File: src/rtl/sort_info_node.sv
// Seven-slot node buffer that loads seven nodes, sorts them by weight with
// an odd-even transposition network, and holds the sorted set until acked.
module sort_info_node #(
    parameter int SORT_PASSES = 7
) (
    input  logic        CLK,
    input  logic        nRST,
    input  logic        in_valid,
    input  logic [12:0] in_node,
    output logic        in_ready,
    output logic [12:0] info_node_1,
    output logic [12:0] info_node_2,
    output logic [12:0] info_node_3,
    output logic [12:0] info_node_4,
    output logic [12:0] info_node_5,
    output logic [12:0] info_node_6,
    output logic [12:0] info_node_7,
    output logic        out_valid,
    input  logic        out_ack
);

    typedef enum logic [1:0] {
        LOAD,
        SORT,
        DONE
    } state_t;

    state_t      state, state_n;
    logic [2:0]  count, count_n;
    logic [3:0]  phase, phase_n;
    logic [12:0] slot   [1:7];
    logic [12:0] slot_n [1:7];
    logic        valid_n;

    always_ff @(posedge CLK or negedge nRST) begin
        if (!nRST) begin
            state     <= LOAD;
            count     <= '0;
            phase     <= '0;
            out_valid <= 1'b0;
            for (int i = 1; i <= 7; i++) begin
                slot[i] <= '0;
            end
        end else begin
            state     <= state_n;
            count     <= count_n;
            phase     <= phase_n;
            out_valid <= valid_n;
            for (int i = 1; i <= 7; i++) begin
                slot[i] <= slot_n[i];
            end
        end
    end

    always_comb begin
        state_n = state;
        count_n = count;
        phase_n = phase;
        valid_n = out_valid;
        for (int i = 1; i <= 7; i++) begin
            slot_n[i] = slot[i];
        end
        unique case (state)
            LOAD: begin
                valid_n = 1'b0;
                if (in_valid) begin
                    for (int i = 1; i <= 7; i++) begin
                        if (count == 3'(i - 1)) slot_n[i] = in_node;
                    end
                    count_n = count + 3'd1;
                    if (count == 3'd6) begin
                        state_n = SORT;
                        count_n = '0;
                        phase_n = '0;
                    end
                end
            end
            SORT: begin
                // Even phases pair (1,2)(3,4)(5,6); odd phases (2,3)(4,5)(6,7).
                for (int i = 1; i <= 6; i++) begin
                    if (((i % 2) == 1) == (phase[0] == 1'b0)) begin
                        if (slot[i][7:0] > slot[i+1][7:0]) begin
                            slot_n[i]   = slot[i+1];
                            slot_n[i+1] = slot[i];
                        end
                    end
                end
                if (phase == 4'(SORT_PASSES - 1)) begin
                    state_n = DONE;
                    phase_n = '0;
                end else begin
                    phase_n = phase + 4'd1;
                end
            end
            DONE: begin
                // out_valid rises one settle cycle after the last phase.
                valid_n = 1'b1;
                if (out_valid && out_ack) begin
                    state_n = LOAD;
                    valid_n = 1'b0;
                    count_n = '0;
                end
            end
            default: begin
                state_n = LOAD;
            end
        endcase
    end

    assign in_ready    = (state == LOAD);
    assign info_node_1 = slot[1];
    assign info_node_2 = slot[2];
    assign info_node_3 = slot[3];
    assign info_node_4 = slot[4];
    assign info_node_5 = slot[5];
    assign info_node_6 = slot[6];
    assign info_node_7 = slot[7];

endmodule

File: config.mk
export PLATFORM = sky130hd
export DESIGN_NAME = sort_info_node
export DESIGN_NICKNAME = d
export VERILOG_FILES = /design/src/rtl/sort_info_node.sv
export SDC_FILE = /design/constraint.sdc
export NUM_CORES = 1
export LEC_CHECK = 0
export ABC_AREA = 0
export CAP_MARGIN = 5
export CELL_PAD_IN_SITES_DETAIL_PLACEMENT = 0
export CELL_PAD_IN_SITES_GLOBAL_PLACEMENT = 1
export CORE_MARGIN = 3
export CORE_UTILIZATION = 37
export DETAILED_ROUTE_END_ITERATION = 12
export GPL_ROUTABILITY_DRIVEN = 0
export GPL_TIMING_DRIVEN = 0
export PLACE_DENSITY_LB_ADDON = 0.1
export SKIP_CTS_REPAIR_TIMING = 1
export SLEW_MARGIN = 20
export SYNTH_ARGS = -nofsm -noshare
export SYNTH_HDL_FRONTEND = slang
export SYNTH_SLANG_ARGS = --single-unit
File: constraint.sdc
create_clock -name CLK -period 2.2 [get_ports CLK]
set_input_delay 0.44 -clock CLK [delete_from_list [all_inputs] [get_ports CLK]]
set_output_delay 0.44 -clock CLK [all_outputs]
set_load 0.005 [all_outputs]
Word-level counts from Yosys, hierarchy flattened
Index checks and enable logic that the tools add are counted.

Flip-flop bits (word level): 101. Output and inout port bits: 93.

Add/sub/neg operators: 2. Magnitude comparators: 6. Equality and inequality tests: 23. Multiplexer cells: 37. Reduce and logical (&&, ||, !) cells: 15.

Operators with widths (number): $mux 26 (13); $pmux 91 s2 (1); $mux 13 (7); $mux 91 (1); $gt 8x8->1 (6); $reduce_and 3->1 (7); $ne 2x1->1 const B (7); $ne 2x2->1 const B (7); $mux 4 (3); $reduce_and 5->1 (2); $eq 3x3->1 const B (3); $mux 3 (3); $mux 2 (4); $pmux 4 s2 (1); $eq 3x2->1 const B (2); $pmux 2 s3 (1); $pmux 3 s2 (1); $add 4x1->4 const B (1); $eq 4x3->1 const B (1); $reduce_and 4->1 (1); $reduce_bool 2->1 (2); $add 3x1->3 const B (1); $eq 3x1->1 const B (1); $logic_not 3->1 (1); other kinds (6) (6).

Depth between registers and ports, before layout
Depth after elaboration: 15. Depth in mapped cells: 10. Gate-level depth less buffers: 8.

Worst setup path before layout
No wires, ideal clock.

Path kind: reg2reg. Start point: register slot, in the netlist info_node_6[5]. End point: register slot, in the netlist info_node_5[7]. Setup time: 0.086 ns. Arrival: 2.205 ns. Data required time: 2.114 ns. Slack: -0.091 ns. Stages on the path, launching flop included: 11. Buffers on the path: 2. Period minus slack after synthesis: 2.291 ns. Cell sequence: dfrtp_1 inv_1 ha_1 a211o_1 a21oi_4 a21oi_2 and2_4 buf_6 buf_6 a311o_1 a32oi_1.

Longest elaborated chain between the ends: 4.

RTL lines: from (decl) (line 31) `logic [12:0] slot [1:7];`; from (signal, indexed assignment) (line 50) `slot[i] <= slot_n[i];`; $gt 8x8->1 (line 82) `if (slot[i][7:0] > slot[i+1][7:0]) begin`; $mux 26 (line 82); $mux 26 (line 81) `if (((i % 2) == 1) == (phase[0] == 1'b0)) begin`; $pmux 91 s2 (line 63) `unique case (state)`.

Every way passes these cells. A chain may end at the register's enable or synchronous reset.

Final worst setup path
Start point: register slot, in the netlist info_node_3[5]. End point: register slot, in the netlist info_node_3[8].

Longest elaborated chain between the ends: 6. Elaborated cells between the ends (all ways): 7. Those cells by class: 2 x order compare; 5 x mux.

RTL lines (line): $gt 8x8->1 (82); $mux 26 (82); $mux 26 (81); $mux 26 (82); $mux 26 * (81); $pmux 91 s2 * (63).

Every way passes the cells marked *; elsewhere a longest branch is shown, timed or not.

==> results by group <==
Setup path
  – Path depth of the worst reg2reg path: 10
  – Startpoint Class: flop
  – Reg2reg end: info_node_3[8]$_DFFE_PN0P_
  – Data required, critical path: around 2.4 ns
  – Crit end category: flop
  – Reg2reg start: info_node_3[5]$_DFFE_PN0P_
  – WP data arrival: between 2 and 3 ns
  – R2r setup slk: -0.12 ns
  – Setup CP Type: flop to flop
  – Crit-path max FO: 10

Drt
  – WL final: around 28 mm
  – Routed Antenna Nets: 0
  – DR iter-0 viols: 462
  – Via density: about 6
  – Drc violations: 0
  – Vias: about 7,400
  – DRT Pass-1 Iters: 5
  – Routed wire per std cell: about 22 um

Layout
  – Non-Filler Instances: roughly 1,300
  – FILL cells: 1,636
  – Share of layout cells above drive strength 1: 0.294
  – ANT cells: 0
  – Nets@finish: between 1,000 and 1,500
  – Synth-to-Final Area Change: 49.6%

Logic synthesis
  – Most frequent cell after synthesis: dfrtp_1
  – Post-synth EDFFs: 0
  – Syn Inst Count: a little over 800
  – Synth top cells by count: 101 x dfrtp_1, 89 x a21oi_1, 81 x nor2_1
  – Synth top area share: 0.357
  – Syn_nets: 884
  – Mapped Area: roughly 0.0071 mm2
  – Ys Warns: 0
  – Synth Register Bits: just over 100
  – Synth top area cells: dfrtp_1 36%, ha_1 9.0%, a21oi_1 6.3%
  – Yosys cell types: 54
  – Sequential cell area fraction in the yosys report: 0.357
  – Syn Area/Cell: around 8.7 um2
  – Cell accounting for the most synthesized area: dfrtp_1
  – Top FF cell, synth: dfrtp_1
  – Async set-reset flop share out of synthesis: 1.00

Global route
  – Largest net degree at the start of global routing: slightly above 60
  – Vias in the first global route: 6,941
  – Initial antenna violation count: 0
  – First-pass GRT wire length: between 30 and 40 mm
  – GRT Total Usage: 0.247
  – Overflow after GRT: 0

Place
  – Placed cells: ~1,200
  – Hpwl dp: 20.3 mm
  – Port Buffers: 108

Die
  – Initial Util: 0.385
  – DIE AREA: roughly 0.021 mm2
  – Placement Rows: between 40 and 50
  – Die outline height: 144 um
  – Die width: about 140 um
  – Core area: ~0.018 mm2
  – Boundary pin count: 110

Timing
  – Hold Slack: -0.00962 ns
  – Setup TNS: -3.00 ns
  – Slew @ Worst Pin: between 0.5 and 0.6 ns
  – Slew HR: 0.644
  – Max Fclk: ~0.43 GHz
  – Min Tclk post-route: 2.32 ns
  – Worst clock skew: around 0.014 ns
  – Setup violators final: 52
  – Crit share post-route: 1.05
  – RSZ-0062 raised after global routing: yes
  – Final Hold Vio Count: 7
  – Final WS setup: -0.118 ns
  – Max-slew violations: 0

Job
  – Total of max-cap violations: 0

CTS
  – Root cell of the clock tree: clkbuf_16
  – CTS tree: yes
  – Clock-pin slew on the worst setup and hold paths: about 0.070 ns
  – Clk sinks: roughly 100
  – CTS H-tree lvls: 3
  – CTS Buf Count: 9
  – CTS Buffer Depth: 2
  – Clock latency on the worst-skew pair: roughly 0.36 ns

Outcome
  – Status: finished, violations left
  – Failing checks: negative hold slack, negative setup slack

Worst hold path
  – Worst min path class: input pin to asynchronous set/reset pin

Pwr
  – Sw Ratio: 0.458
  – Sw Pwr: approximately 8.6 mW
  – Power density over cell area: ~1800 mW/mm2
  – Clock share of power: 0.089
  – Sequential share of power: 0.214
  – Internal: 10.2 mW
  – P_leak: ~4.4 nW
  – Worst VDD drop: 0.613 mV
  – Comb power frac: 0.697
-- routing by layer --
| metal | up-vias | GRT usage | wire length [um] |
|---|---|---|---|
| li1 | 3487 | - | - |
| met1 | 3641 | 0.342 | 12300 |
| met2 | 245 | 0.397 | 13400 |
| met3 | 42 | 0.0344 | 1560 |
| met4 | 0 | 0.0830 | 713 |
| met5 | - | 0 | 0 |
-- worst max path at each step --
stage | cells after the start | to | slack [ns] | from
after CTS | 10 | info_node_2[7]$_DFFE_PN0P_ | -0.53 | info_node_3[5]$_DFFE_PN0P_
final | 10 | info_node_3[8]$_DFFE_PN0P_ | -0.12 | info_node_3[5]$_DFFE_PN0P_
after global routing | 10 | info_node_3[7]$_DFFE_PN0P_ | -0.20 | info_node_3[5]$_DFFE_PN0P_
after floorplan | 10 | info_node_5[6]$_DFFE_PN0P_ | -0.05 | info_node_6[5]$_DFFE_PN0P_
after detailed placement | 10 | info_node_2[7]$_DFFE_PN0P_ | -0.51 | info_node_3[5]$_DFFE_PN0P_
after global placement | 1 | info_node_7[1]$_DFFE_PN0P_ | -3.46 | nRST
-- sequential cells by signal, summed over array words and instances (netlist names), 3 cells and up --
register / cells
info_node_4: 13
info_node_2: 13
info_node_6: 13
info_node_1: 13
info_node_5: 13
info_node_3: 13
info_node_7: 13
count: 3
phase: 4
-- logic make-up after synthesis --
logic type | synth area share
AND/OR/NAND/NOR | 0.147
AO/OA/AOI/OAI | 0.298
multiplexers | 0.0438
buffers and inverters | 0.0644
adder cells (fa/ha/maj) | 0.0900
flip-flops | 0.357
-- per-stage QoR --
step | total power [mW] | worst slack, ns | instance area, um2 | util
6_report | 18.8 | -0.118 | 10600 | 0.577
5_1_grt | 20.1 | -0.201 | 10600 | 0.577
4_1_cts | 14.9 | -0.532 | 8820 | 0.479
3_5_place_dp | 13.1 | -0.512 | 8520 | 0.463
3_3_place_gp | 12.9 | -3.46 | 8490 | 0.462
2_1_floorplan | 9.38 | -0.0450 | 7130 | -
-- critical path, cell delays in order, from the launching register on --
cell and delay [ns]:
dfrtp_2 0.44, inv_2 0.08, ha_4 0.20, a211o_1 0.26
a21oi_2 0.20, nand3_1 0.13, and2_4 0.17, buf_12 0.14
buf_4 0.21, nor4_2 0.30, a211oi_2 0.08
-- power by group through the flow --
stage | combinational [mW] | sequential, mW | clock, mW
6_report | 13.1 | 4.03 | 1.67
5_1_grt | 14.2 | 4.14 | 1.75
4_1_cts | 9.26 | 3.92 | 1.69
3_5_place_dp | 9.21 | 3.94 | 0
3_3_place_gp | 8.99 | 3.91 | 0
2_1_floorplan | 5.77 | 3.61 | 0
-- layout by cell type, fill, tap and decap left out, drive strengths merged, types with 5 or more instances in the layout --
master / netlist / layout
nor2: 81 / 81
nand4: 12 / 12
a22oi: 13 / 13
dfrtp: 101 / 101
a211oi: 15 / 15
o31ai: 5 / 5
a311o: 8 / 8
o22a: 12 / 12
mux2i: 31 / 31
and2: 16 / 16
a32oi: 13 / 13
a21oi: 92 / 92
o211ai: 6 / 6
a211o: 16 / 16
clkbuf: 34 / 41
nor4: 13 / 13
a221oi: 13 / 13
a41oi: 13 / 13
nor2b: 7 / 7
buf: 19 / 107
o21a: 16 / 16
o32ai: 13 / 13
nor3b: 6 / 6
and3: 8 / 8
o21ai: 41 / 41
clkdlybuf4s50: 0 / 107
nand2: 54 / 54
a41o: 13 / 13
ha: 51 / 51
nand3: 9 / 9
inv: 59 / 59
-- final cells by class --
cell class	count	area, um2	share of cell area
buffer	50	402	0.0379
clock buffer	12	246	0.0232
clock inverter	3	46.3	0.00436
inverter	60	231	0.0218
multi-input combinational	602	4940	0.466
sequential	101	2570	0.242
tap	229	287	0.0270
timing repair buffer	193	1880	0.177
No activity file was read; power rests on OpenSTA's default activity.
